[config.mk]
export PLATFORM = sky130hd
export DESIGN_NAME = rgb_window_feeder_flat
export DESIGN_NICKNAME = d
export VERILOG_FILES = /design/src/rtl/rgb_feeder_pkg.sv /design/src/rtl/rgb_window_feeder_if.sv /design/src/rtl/rgb_line_buffer.sv /design/src/rtl/rgb_window_feeder.sv /design/src/flat_wrapper.sv
export SDC_FILE = /design/constraint.sdc
export NUM_CORES = 2
export LEC_CHECK = 0
export ABC_AREA = 0
export BUFFER_PORTS_ARGS = -buffer_cell sky130_fd_sc_hd__buf_4
export CORE_MARGIN = 2
export CORE_UTILIZATION = 64
export CTS_CLUSTER_DIAMETER = 150
export DETAILED_ROUTE_END_ITERATION = 8
export PLACE_DENSITY = 0.84
export REMOVE_ABC_BUFFERS = 1
export SYNTH_ARGS = -nofsm -noshare
export SYNTH_HDL_FRONTEND = slang
export SYNTH_HIERARCHICAL = 1
export SYNTH_SLANG_ARGS = --single-unit
[constraint.sdc]
create_clock -name clk -period 17.7 [get_ports clk]
set_clock_uncertainty 0.1 [all_clocks]
set_input_delay 0.885 -clock clk [delete_from_list [all_inputs] [get_ports clk]]
set_output_delay 0.885 -clock clk [all_outputs]
set_load 0.005 [all_outputs]
[src/rtl/rgb_feeder_pkg.sv]
// Shared types and constants for the RGB window feeder.
// Column packing: the lowest DATA_WIDTH slice is the oldest row (y-2), the top slice is row y.
package rgb_feeder_pkg;

  typedef enum logic [2:0] {
    StIdle,
    StLoadW,
    StFill,
    StStream,
    StDone
  } feeder_state_e;

  // Default geometry and the counter widths derived from it.
  localparam int unsigned ImgWidthDef  = 32;
  localparam int unsigned ImgHeightDef = 32;
  localparam int unsigned XCntWidthDef = $clog2(ImgWidthDef);
  localparam int unsigned YCntWidthDef = $clog2(ImgHeightDef);

  // Slice index of each row inside a packed column.
  localparam int unsigned ColRowY2Idx = 0;
  localparam int unsigned ColRowY1Idx = 1;
  localparam int unsigned ColRowYIdx  = 2;
  localparam int unsigned ColRows     = 3;
  localparam int unsigned KernelTaps  = 9;

  // Counter width for a range of n values; never narrower than one bit.
  function automatic int unsigned cnt_width(input int unsigned n);
    return (n > 1) ? $clog2(n) : 1;
  endfunction

endpackage

[src/rtl/rgb_window_feeder_if.sv]
// Raster-order RGB pixel stream: valid/ready handshake plus three pixel components.
interface rgb_window_feeder_if #(
  parameter int unsigned DATA_WIDTH = 8
) ();

  logic                  s_valid;
  logic                  s_ready;
  logic [DATA_WIDTH-1:0] s_pixel_r;
  logic [DATA_WIDTH-1:0] s_pixel_g;
  logic [DATA_WIDTH-1:0] s_pixel_b;

  modport master (
    output s_valid,
    output s_pixel_r,
    output s_pixel_g,
    output s_pixel_b,
    input  s_ready
  );

  modport slave (
    input  s_valid,
    input  s_pixel_r,
    input  s_pixel_g,
    input  s_pixel_b,
    output s_ready
  );

endinterface

[src/rtl/rgb_line_buffer.sv]
// Two IMG_WIDTH-deep line delays for one colour channel, sharing address x.
// Reads are combinational and see the contents before this cycle's write, so the
// row-1 value can be shifted down into row 0 at the same time the new pixel lands.
// The RAM has no reset; stale contents are masked or overwritten by the control logic.
module rgb_line_buffer #(
  parameter int unsigned DATA_WIDTH = 8,
  parameter int unsigned IMG_WIDTH  = 32,
  parameter int unsigned ADDR_WIDTH = 5
) (
  input  logic                  clk,
  input  logic                  i_we,
  input  logic [ADDR_WIDTH-1:0] i_addr,
  input  logic [DATA_WIDTH-1:0] i_pixel,
  output logic [DATA_WIDTH-1:0] o_lb0,
  output logic [DATA_WIDTH-1:0] o_lb1
);

  logic [DATA_WIDTH-1:0] r_lb0 [IMG_WIDTH];
  logic [DATA_WIDTH-1:0] r_lb1 [IMG_WIDTH];

  assign o_lb0 = r_lb0[i_addr];
  assign o_lb1 = r_lb1[i_addr];

  // Shift the column up one line: lb1 -> lb0, new pixel -> lb1.
  always_ff @(posedge clk) begin
    if (i_we) begin
      r_lb0[i_addr] <= r_lb1[i_addr];
      r_lb1[i_addr] <= i_pixel;
    end
  end

endmodule

[src/rtl/rgb_window_feeder.sv]
// Source side of the RGB 3x3 systolic convolution path: latches kernels on start,
// buffers two lines per channel and presents one 3-row column per accepted pixel.
// Build option: define RGB_FEEDER_ZERO_PAD_EN to skip FILL and emit a column for every
// pixel, with rows above the image top read as zero.
module rgb_window_feeder
  import rgb_feeder_pkg::*;
#(
  parameter int unsigned DATA_WIDTH = 8,
  parameter int unsigned IMG_WIDTH  = ImgWidthDef,
  parameter int unsigned IMG_HEIGHT = ImgHeightDef
) (
  input  logic                            clk,
  input  logic                            rst,
  input  logic                            start,
  input  logic [KernelTaps*DATA_WIDTH-1:0] weights_r_in,
  input  logic [KernelTaps*DATA_WIDTH-1:0] weights_g_in,
  input  logic [KernelTaps*DATA_WIDTH-1:0] weights_b_in,
  rgb_window_feeder_if.slave              s_if,
  output logic [KernelTaps*DATA_WIDTH-1:0] weights_r,
  output logic [KernelTaps*DATA_WIDTH-1:0] weights_g,
  output logic [KernelTaps*DATA_WIDTH-1:0] weights_b,
  output logic                            load_weight,
  output logic [ColRows*DATA_WIDTH-1:0]    input_col_r,
  output logic [ColRows*DATA_WIDTH-1:0]    input_col_g,
  output logic [ColRows*DATA_WIDTH-1:0]    input_col_b,
  output logic                            col_valid,
  output logic                            col_last,
  output logic                            start_conv,
  output logic                            total_window_done,
  output logic                            busy
);

  localparam int unsigned XW = cnt_width(IMG_WIDTH);
  localparam int unsigned YW = cnt_width(IMG_HEIGHT);
  localparam int unsigned CW = ColRows * DATA_WIDTH;
  localparam int unsigned KW = KernelTaps * DATA_WIDTH;

  localparam logic [XW-1:0] XLast     = XW'(IMG_WIDTH - 1);
  localparam logic [YW-1:0] YLast     = YW'(IMG_HEIGHT - 1);
  localparam logic [YW-1:0] YFillLast = YW'(1);

  feeder_state_e r_state;
  logic [XW-1:0] r_x;
  logic [YW-1:0] r_y;
  logic          r_s_ready;
  logic          r_load_weight;
  logic          r_col_valid;
  logic          r_col_last;
  logic          r_start_conv;
  logic          r_done;
  logic          r_busy;
  logic [KW-1:0] r_w_r;
  logic [KW-1:0] r_w_g;
  logic [KW-1:0] r_w_b;
  logic [CW-1:0] r_col [ColRows];

  logic                  w_accept;
  logic                  w_x_last;
  logic                  w_y_last;
  logic [DATA_WIDTH-1:0] w_pix [ColRows];
  logic [DATA_WIDTH-1:0] w_lb0 [ColRows];
  logic [DATA_WIDTH-1:0] w_lb1 [ColRows];
  logic [CW-1:0]         w_col [ColRows];

  assign w_accept = s_if.s_valid & r_s_ready;
  assign w_x_last = (r_x == XLast);
  assign w_y_last = (r_y == YLast);

  assign w_pix[0] = s_if.s_pixel_r;
  assign w_pix[1] = s_if.s_pixel_g;
  assign w_pix[2] = s_if.s_pixel_b;

  for (genvar c = 0; c < ColRows; c++) begin : g_lb
    rgb_line_buffer #(
      .DATA_WIDTH (DATA_WIDTH),
      .IMG_WIDTH  (IMG_WIDTH),
      .ADDR_WIDTH (XW)
    ) u_lb (
      .clk     (clk),
      .i_we    (w_accept),
      .i_addr  (r_x),
      .i_pixel (w_pix[c]),
      .o_lb0   (w_lb0[c]),
      .o_lb1   (w_lb1[c])
    );
  end

  // Assemble the column for the pixel currently offered; padding masks by row, not RAM.
  always_comb begin
    for (int c = 0; c < ColRows; c++) begin
      w_col[c] = '0;
      w_col[c][ColRowYIdx*DATA_WIDTH +: DATA_WIDTH]  = w_pix[c];
      w_col[c][ColRowY1Idx*DATA_WIDTH +: DATA_WIDTH] = w_lb1[c];
      w_col[c][ColRowY2Idx*DATA_WIDTH +: DATA_WIDTH] = w_lb0[c];
`ifdef RGB_FEEDER_ZERO_PAD_EN
      if (r_y == '0) begin
        w_col[c][ColRowY1Idx*DATA_WIDTH +: DATA_WIDTH] = '0;
      end
      if (r_y < YW'(2)) begin
        w_col[c][ColRowY2Idx*DATA_WIDTH +: DATA_WIDTH] = '0;
      end
`endif
    end
  end

  // Control FSM with raster counters and all registered outputs.
  always_ff @(posedge clk or posedge rst) begin
    if (rst) begin
      r_state       <= StIdle;
      r_x           <= '0;
      r_y           <= '0;
      r_s_ready     <= 1'b0;
      r_load_weight <= 1'b0;
      r_col_valid   <= 1'b0;
      r_col_last    <= 1'b0;
      r_start_conv  <= 1'b0;
      r_done        <= 1'b0;
      r_busy        <= 1'b0;
      r_w_r         <= '0;
      r_w_g         <= '0;
      r_w_b         <= '0;
      for (int c = 0; c < ColRows; c++) begin
        r_col[c] <= '0;
      end
    end else begin
      r_load_weight <= 1'b0;
      r_col_valid   <= 1'b0;
      r_col_last    <= 1'b0;
      r_done        <= 1'b0;

      if (w_accept) begin
        if (w_x_last) begin
          r_x <= '0;
          r_y <= w_y_last ? '0 : r_y + YW'(1);
        end else begin
          r_x <= r_x + XW'(1);
        end
      end

      case (r_state)
        StIdle: begin
          if (start) begin
            r_w_r         <= weights_r_in;
            r_w_g         <= weights_g_in;
            r_w_b         <= weights_b_in;
            r_load_weight <= 1'b1;
            r_busy        <= 1'b1;
            r_x           <= '0;
            r_y           <= '0;
            r_state       <= StLoadW;
          end
        end
        StLoadW: begin
          r_s_ready <= 1'b1;
`ifdef RGB_FEEDER_ZERO_PAD_EN
          r_start_conv <= 1'b1;
          r_state      <= StStream;
`else
          r_state <= StFill;
`endif
        end
        StFill: begin
          if (w_accept && w_x_last && (r_y == YFillLast)) begin
            r_start_conv <= 1'b1;
            r_state      <= StStream;
          end
        end
        StStream: begin
          if (w_accept) begin
            r_col_valid <= 1'b1;
            r_col_last  <= w_x_last & w_y_last;
            for (int c = 0; c < ColRows; c++) begin
              r_col[c] <= w_col[c];
            end
            if (w_x_last && w_y_last) begin
              r_s_ready <= 1'b0;
            end
          end
          // Leave once the last column has been on the outputs for its cycle.
          if (r_col_last) begin
            r_start_conv <= 1'b0;
            r_done       <= 1'b1;
            r_state      <= StDone;
          end
        end
        StDone: begin
          r_busy  <= 1'b0;
          r_state <= StIdle;
        end
        default: r_state <= StIdle;
      endcase
    end
  end

  assign s_if.s_ready      = r_s_ready;
  assign weights_r         = r_w_r;
  assign weights_g         = r_w_g;
  assign weights_b         = r_w_b;
  assign load_weight       = r_load_weight;
  assign input_col_r       = r_col[0];
  assign input_col_g       = r_col[1];
  assign input_col_b       = r_col[2];
  assign col_valid         = r_col_valid;
  assign col_last          = r_col_last;
  assign start_conv        = r_start_conv;
  assign total_window_done = r_done;
  assign busy              = r_busy;

endmodule

[src/flat_wrapper.sv]
// flat-port wrapper written by rule: the top's interface ports become plain ports
module rgb_window_feeder_flat import rgb_feeder_pkg::*;
#(
  parameter int unsigned DATA_WIDTH = 8,
  parameter int unsigned IMG_WIDTH  = ImgWidthDef,
  parameter int unsigned IMG_HEIGHT = ImgHeightDef
)
  (clk, rst, start, weights_r_in, weights_g_in, weights_b_in, weights_r, weights_g, weights_b, load_weight, input_col_r, input_col_g, input_col_b, col_valid, col_last, start_conv, total_window_done, busy, s_if_s_valid, s_if_s_pixel_r, s_if_s_pixel_g, s_if_s_pixel_b, s_if_s_ready);
  rgb_window_feeder_if #(.DATA_WIDTH(DATA_WIDTH)) s_if_i ();
  input  logic clk;
  input  logic rst;
  input  logic start;
  input  logic [KernelTaps*DATA_WIDTH-1:0] weights_r_in;
  input  logic [KernelTaps*DATA_WIDTH-1:0] weights_g_in;
  input  logic [KernelTaps*DATA_WIDTH-1:0] weights_b_in;
  output logic [KernelTaps*DATA_WIDTH-1:0] weights_r;
  output logic [KernelTaps*DATA_WIDTH-1:0] weights_g;
  output logic [KernelTaps*DATA_WIDTH-1:0] weights_b;
  output logic load_weight;
  output logic [ColRows*DATA_WIDTH-1:0] input_col_r;
  output logic [ColRows*DATA_WIDTH-1:0] input_col_g;
  output logic [ColRows*DATA_WIDTH-1:0] input_col_b;
  output logic col_valid;
  output logic col_last;
  output logic start_conv;
  output logic total_window_done;
  output logic busy;
  input wire logic [$bits(s_if_i.s_valid)-1:0] s_if_s_valid;
  input wire logic [$bits(s_if_i.s_pixel_r)-1:0] s_if_s_pixel_r;
  input wire logic [$bits(s_if_i.s_pixel_g)-1:0] s_if_s_pixel_g;
  input wire logic [$bits(s_if_i.s_pixel_b)-1:0] s_if_s_pixel_b;
  output wire logic [$bits(s_if_i.s_ready)-1:0] s_if_s_ready;
  assign s_if_i.s_valid = s_if_s_valid;
  assign s_if_i.s_pixel_r = s_if_s_pixel_r;
  assign s_if_i.s_pixel_g = s_if_s_pixel_g;
  assign s_if_i.s_pixel_b = s_if_s_pixel_b;
  assign s_if_s_ready = s_if_i.s_ready;
  rgb_window_feeder #(.DATA_WIDTH(DATA_WIDTH), .IMG_WIDTH(IMG_WIDTH), .IMG_HEIGHT(IMG_HEIGHT)) u_core (.clk(clk), .rst(rst), .start(start), .weights_r_in(weights_r_in), .weights_g_in(weights_g_in), .weights_b_in(weights_b_in), .s_if(s_if_i), .weights_r(weights_r), .weights_g(weights_g), .weights_b(weights_b), .load_weight(load_weight), .input_col_r(input_col_r), .input_col_g(input_col_g), .input_col_b(input_col_b), .col_valid(col_valid), .col_last(col_last), .start_conv(start_conv), .total_window_done(total_window_done), .busy(busy));
endmodule
==> impl_metrics.tcl <==
set metrics [dict create \
    mostFrequentLayoutCells "edfxtp_1, mux2i_1, buf_4" \
    tightest_slew_ns 1.34 \
    area_delta_synth_final_pct 16.2 \
    path_buf_inv 3 \
    switchingPower_mw 3.88 \
    dieHeight_um 338 \
    dr.first_iter.drc_count 4998 \
    multi_input_area_um2 16100 \
    drv_cap 0 \
    min_period_over_period 0.334 \
    slew_headroom 0.103 \
    start_util 0.645 \
    setup_ws_ns 11.78 \
    ff_latch_area_um2 53800 \
    clockPowerShare 0.291 \
    grt_pass1_wl_um 264000 \
    hpwl_um 110000 \
    final_common_cell "edfxtp_1" \
    setup_tns_ns 0 \
    power_frac_comb 0.248 \
    critical_path_required_ns 18.25 \
    ir_worst_vdd_v 0.000116 \
    rsz0062_at_grt "false" \
    cts_tree "yes" \
    p_sw_frac 0.302 \
    crit_arrival_ns 6.47 \
    power_density_nw_per_um2 155 \
    firstDrtPassIters 6 \
    worstSetupStartpointType "flip-flop" \
    slowest_delay_ns 0.93 \
    synth-edff-count 1536 \
    wl_per_cell_um 29.9 \
    drc 0 \
    grt_max_degree 139 \
    rows 122 \
    drive_gt1_frac 0.273 \
    port_buffers 538 \
    internal_power_mw 8.97 \
    insertion_delay_ns 0.80 \
    worst_path_max_delay_cell "buf_4" \
    drv_slew 0 \
    fill_cells 6098 \
    cp_common_cell "buf_4" \
    core_um2 111000 \
    ys_types 42 \
    yosysSeqAreaShare 0.755 \
    synth_cells 3915 \
    nNetsFinal 4798 \
    leakage_nw 30.5 \
    synth_flop_cell "edfxtp_1" \
    period_minus_slack_ns 5.92 \
    ios 539 \
    synth-warning-count 6 \
    dp_slack_ns 11.88 \
    path_class "flip-flop to flip-flop" \
    cts_buffers 177 \
    vias 40500 \
    postCtsHoldBufs 0 \
    hold_viol 0 \
    status "complete, no violations" \
    synthArstFlopShare 0.167 \
    htree_num_levels 4 \
    hold_ws_ns 0.124 \
    clk_pin_slew_ns 0.06 \
    critPathCaptureType "flip-flop" \
    ys_seq_elements 1844 \
    dp_cells 5857 \
    worst_path_dominant_cell_family "buffers and inverters" \
    cts_root_buf "clkbuf_16" \
    grt_pass1_vias 40400 \
    syn_avg_cell_area_um2 18.2 \
    syn_area_um2 71300 \
    ant_nets 0 \
    p_seq_frac 0.461 \
    routed_wl_um 185000 \
    timing.fmax_mhz 169 \
    gp_congestion 0.877 \
    post-cts-setup-buffer-count 0 \
    antenna_found_initial 8 \
    overflow 0 \
    finalNonFillerCells 6193 \
    via_per_inst 6.53 \
    die_w_um 338 \
    ctsLongestPathBuffers 3 \
    hold_class "input pin to async pin" \
    path_max_fanout 133 \
    setup_viol 0 \
    cts_resized 0 \
    fp.dieArea_um2 114000 \
    cts.sinks 1844 \
    path_cells "buf_4 -> buf_12 -> buf_4 -> mux2i_1 -> o22ai_1 -> nor4_1 -> nand2_1 -> mux2_2" \
    grt_usage 0.322 \
]
path summary, 6_finish.rpt:
| check | startpoint | end | slack [ns] | cells past startpoint |
|---|---|---|---|---|
| setup / recovery | u_core/r_x[1] | u_core/input_col_g[13] | 11.78 | 8 |
| hold / removal | rst | u_core/weights_g[68] | 0.12 | 2 |
| setup reg to reg | u_core/r_x[1] | u_core/input_col_g[13] | 11.78 | 8 |
| hold reg to reg | u_core/input_col_g[19] | u_core/input_col_g[19] | 0.41 | 1 |
| max in group asynchronous | rst | u_core/weights_r[8] | 15.79 | 3 |
| min in group clk | weights_g_in[12] | u_core/weights_g[12] | 0.23 | 2 |
layer usage:
metal,track usage,routed length (um),vias to the layer above
met4,0.131,7590,12
met5,0.00426,126,-
li1,-,-,16900
met2,0.509,89300,2781
met1,0.431,66500,20400
met3,0.0824,21600,407
cell usage after synthesis (all sizes together) (2+ instances only):
master,instances,area (um2)
nand4,4,25.0
nand3b,13,97.6
nor4,96,601
or3b,9,78.8
and3,5,31.3
nand4b,12,124
nand4bb,18,203
dfrtp,308,7710
a21oi,13,65.1
inv,5,18.8
o22ai,384,2400
buf,190,1220
or3,4,25.0
nand3,12,60.1
edfxtp,1536,46100
nand2,61,229
mux2,288,3620
or4b,14,151
ha,6,75.1
a31oi,2,12.5
nor2,96,370
o21ai,7,35.0
or4,5,37.5
nor3,13,65.1
clkbuf,39,158
mux2i,768,7690
nand2b,2,12.5
sequential cells by signal (all words and copies together) (netlist names), 3 cells and up:
name / cells
u_core/g_lb.u_lb/r_lb0: 768
u_core/g_lb.u_lb/r_lb1: 768
u_core/input_col_b: 24
u_core/input_col_g: 24
u_core/input_col_r: 24
u_core/r_state: 3
u_core/r_x: 5
u_core/r_y: 5
u_core/weights_b: 72
u_core/weights_g: 72
u_core/weights_r: 72
power by group through the flow:
stage	clock, mW	sequential, mW	combinational (mW)
floorplan	0	6.16	3.33
global placement	0	5.97	2.97
detailed placement	0	5.99	3.08
CTS	3.77	5.91	3.12
global route	3.93	5.95	3.32
finish	3.74	5.92	3.19
final cells by class:
cell class                 instances  share of cell area
clock inverter                    96              0.0110
timing repair buffer             683              0.0625
antenna                            6            0.000181
tap                             1488              0.0225
inverter                           5            0.000317
clock buffer                     234              0.0589
multi-input combinational       1837               0.195
sequential                      1844               0.650
through the flow:
step / power, mW / utilization / area (um2)
6_report: 12.8 / 0.750 / 82900
5_1_grt: 13.2 / 0.750 / 82800
4_1_cts: 12.8 / 0.750 / 82800
3_5_place_dp: 9.07 / 0.697 / 77100
3_3_place_gp: 8.94 / 0.697 / 77100
2_1_floorplan: 9.49 / - / 69900
kinds of logic (layout without fill, tap and decap cells):
logic type      count (synthesis)  after routing  share of synthesized area
mux                          1056           1056                      0.159
fa+ha+maj                       6              6                    0.00105
simple gates                  366            366                     0.0299
buf+inv                       234           1018                     0.0196
flops                        1844           1844                      0.755
other cells                     0              6                          0
compound gates                409            409                     0.0356
No activity file was read; power rests on OpenSTA's default activity.
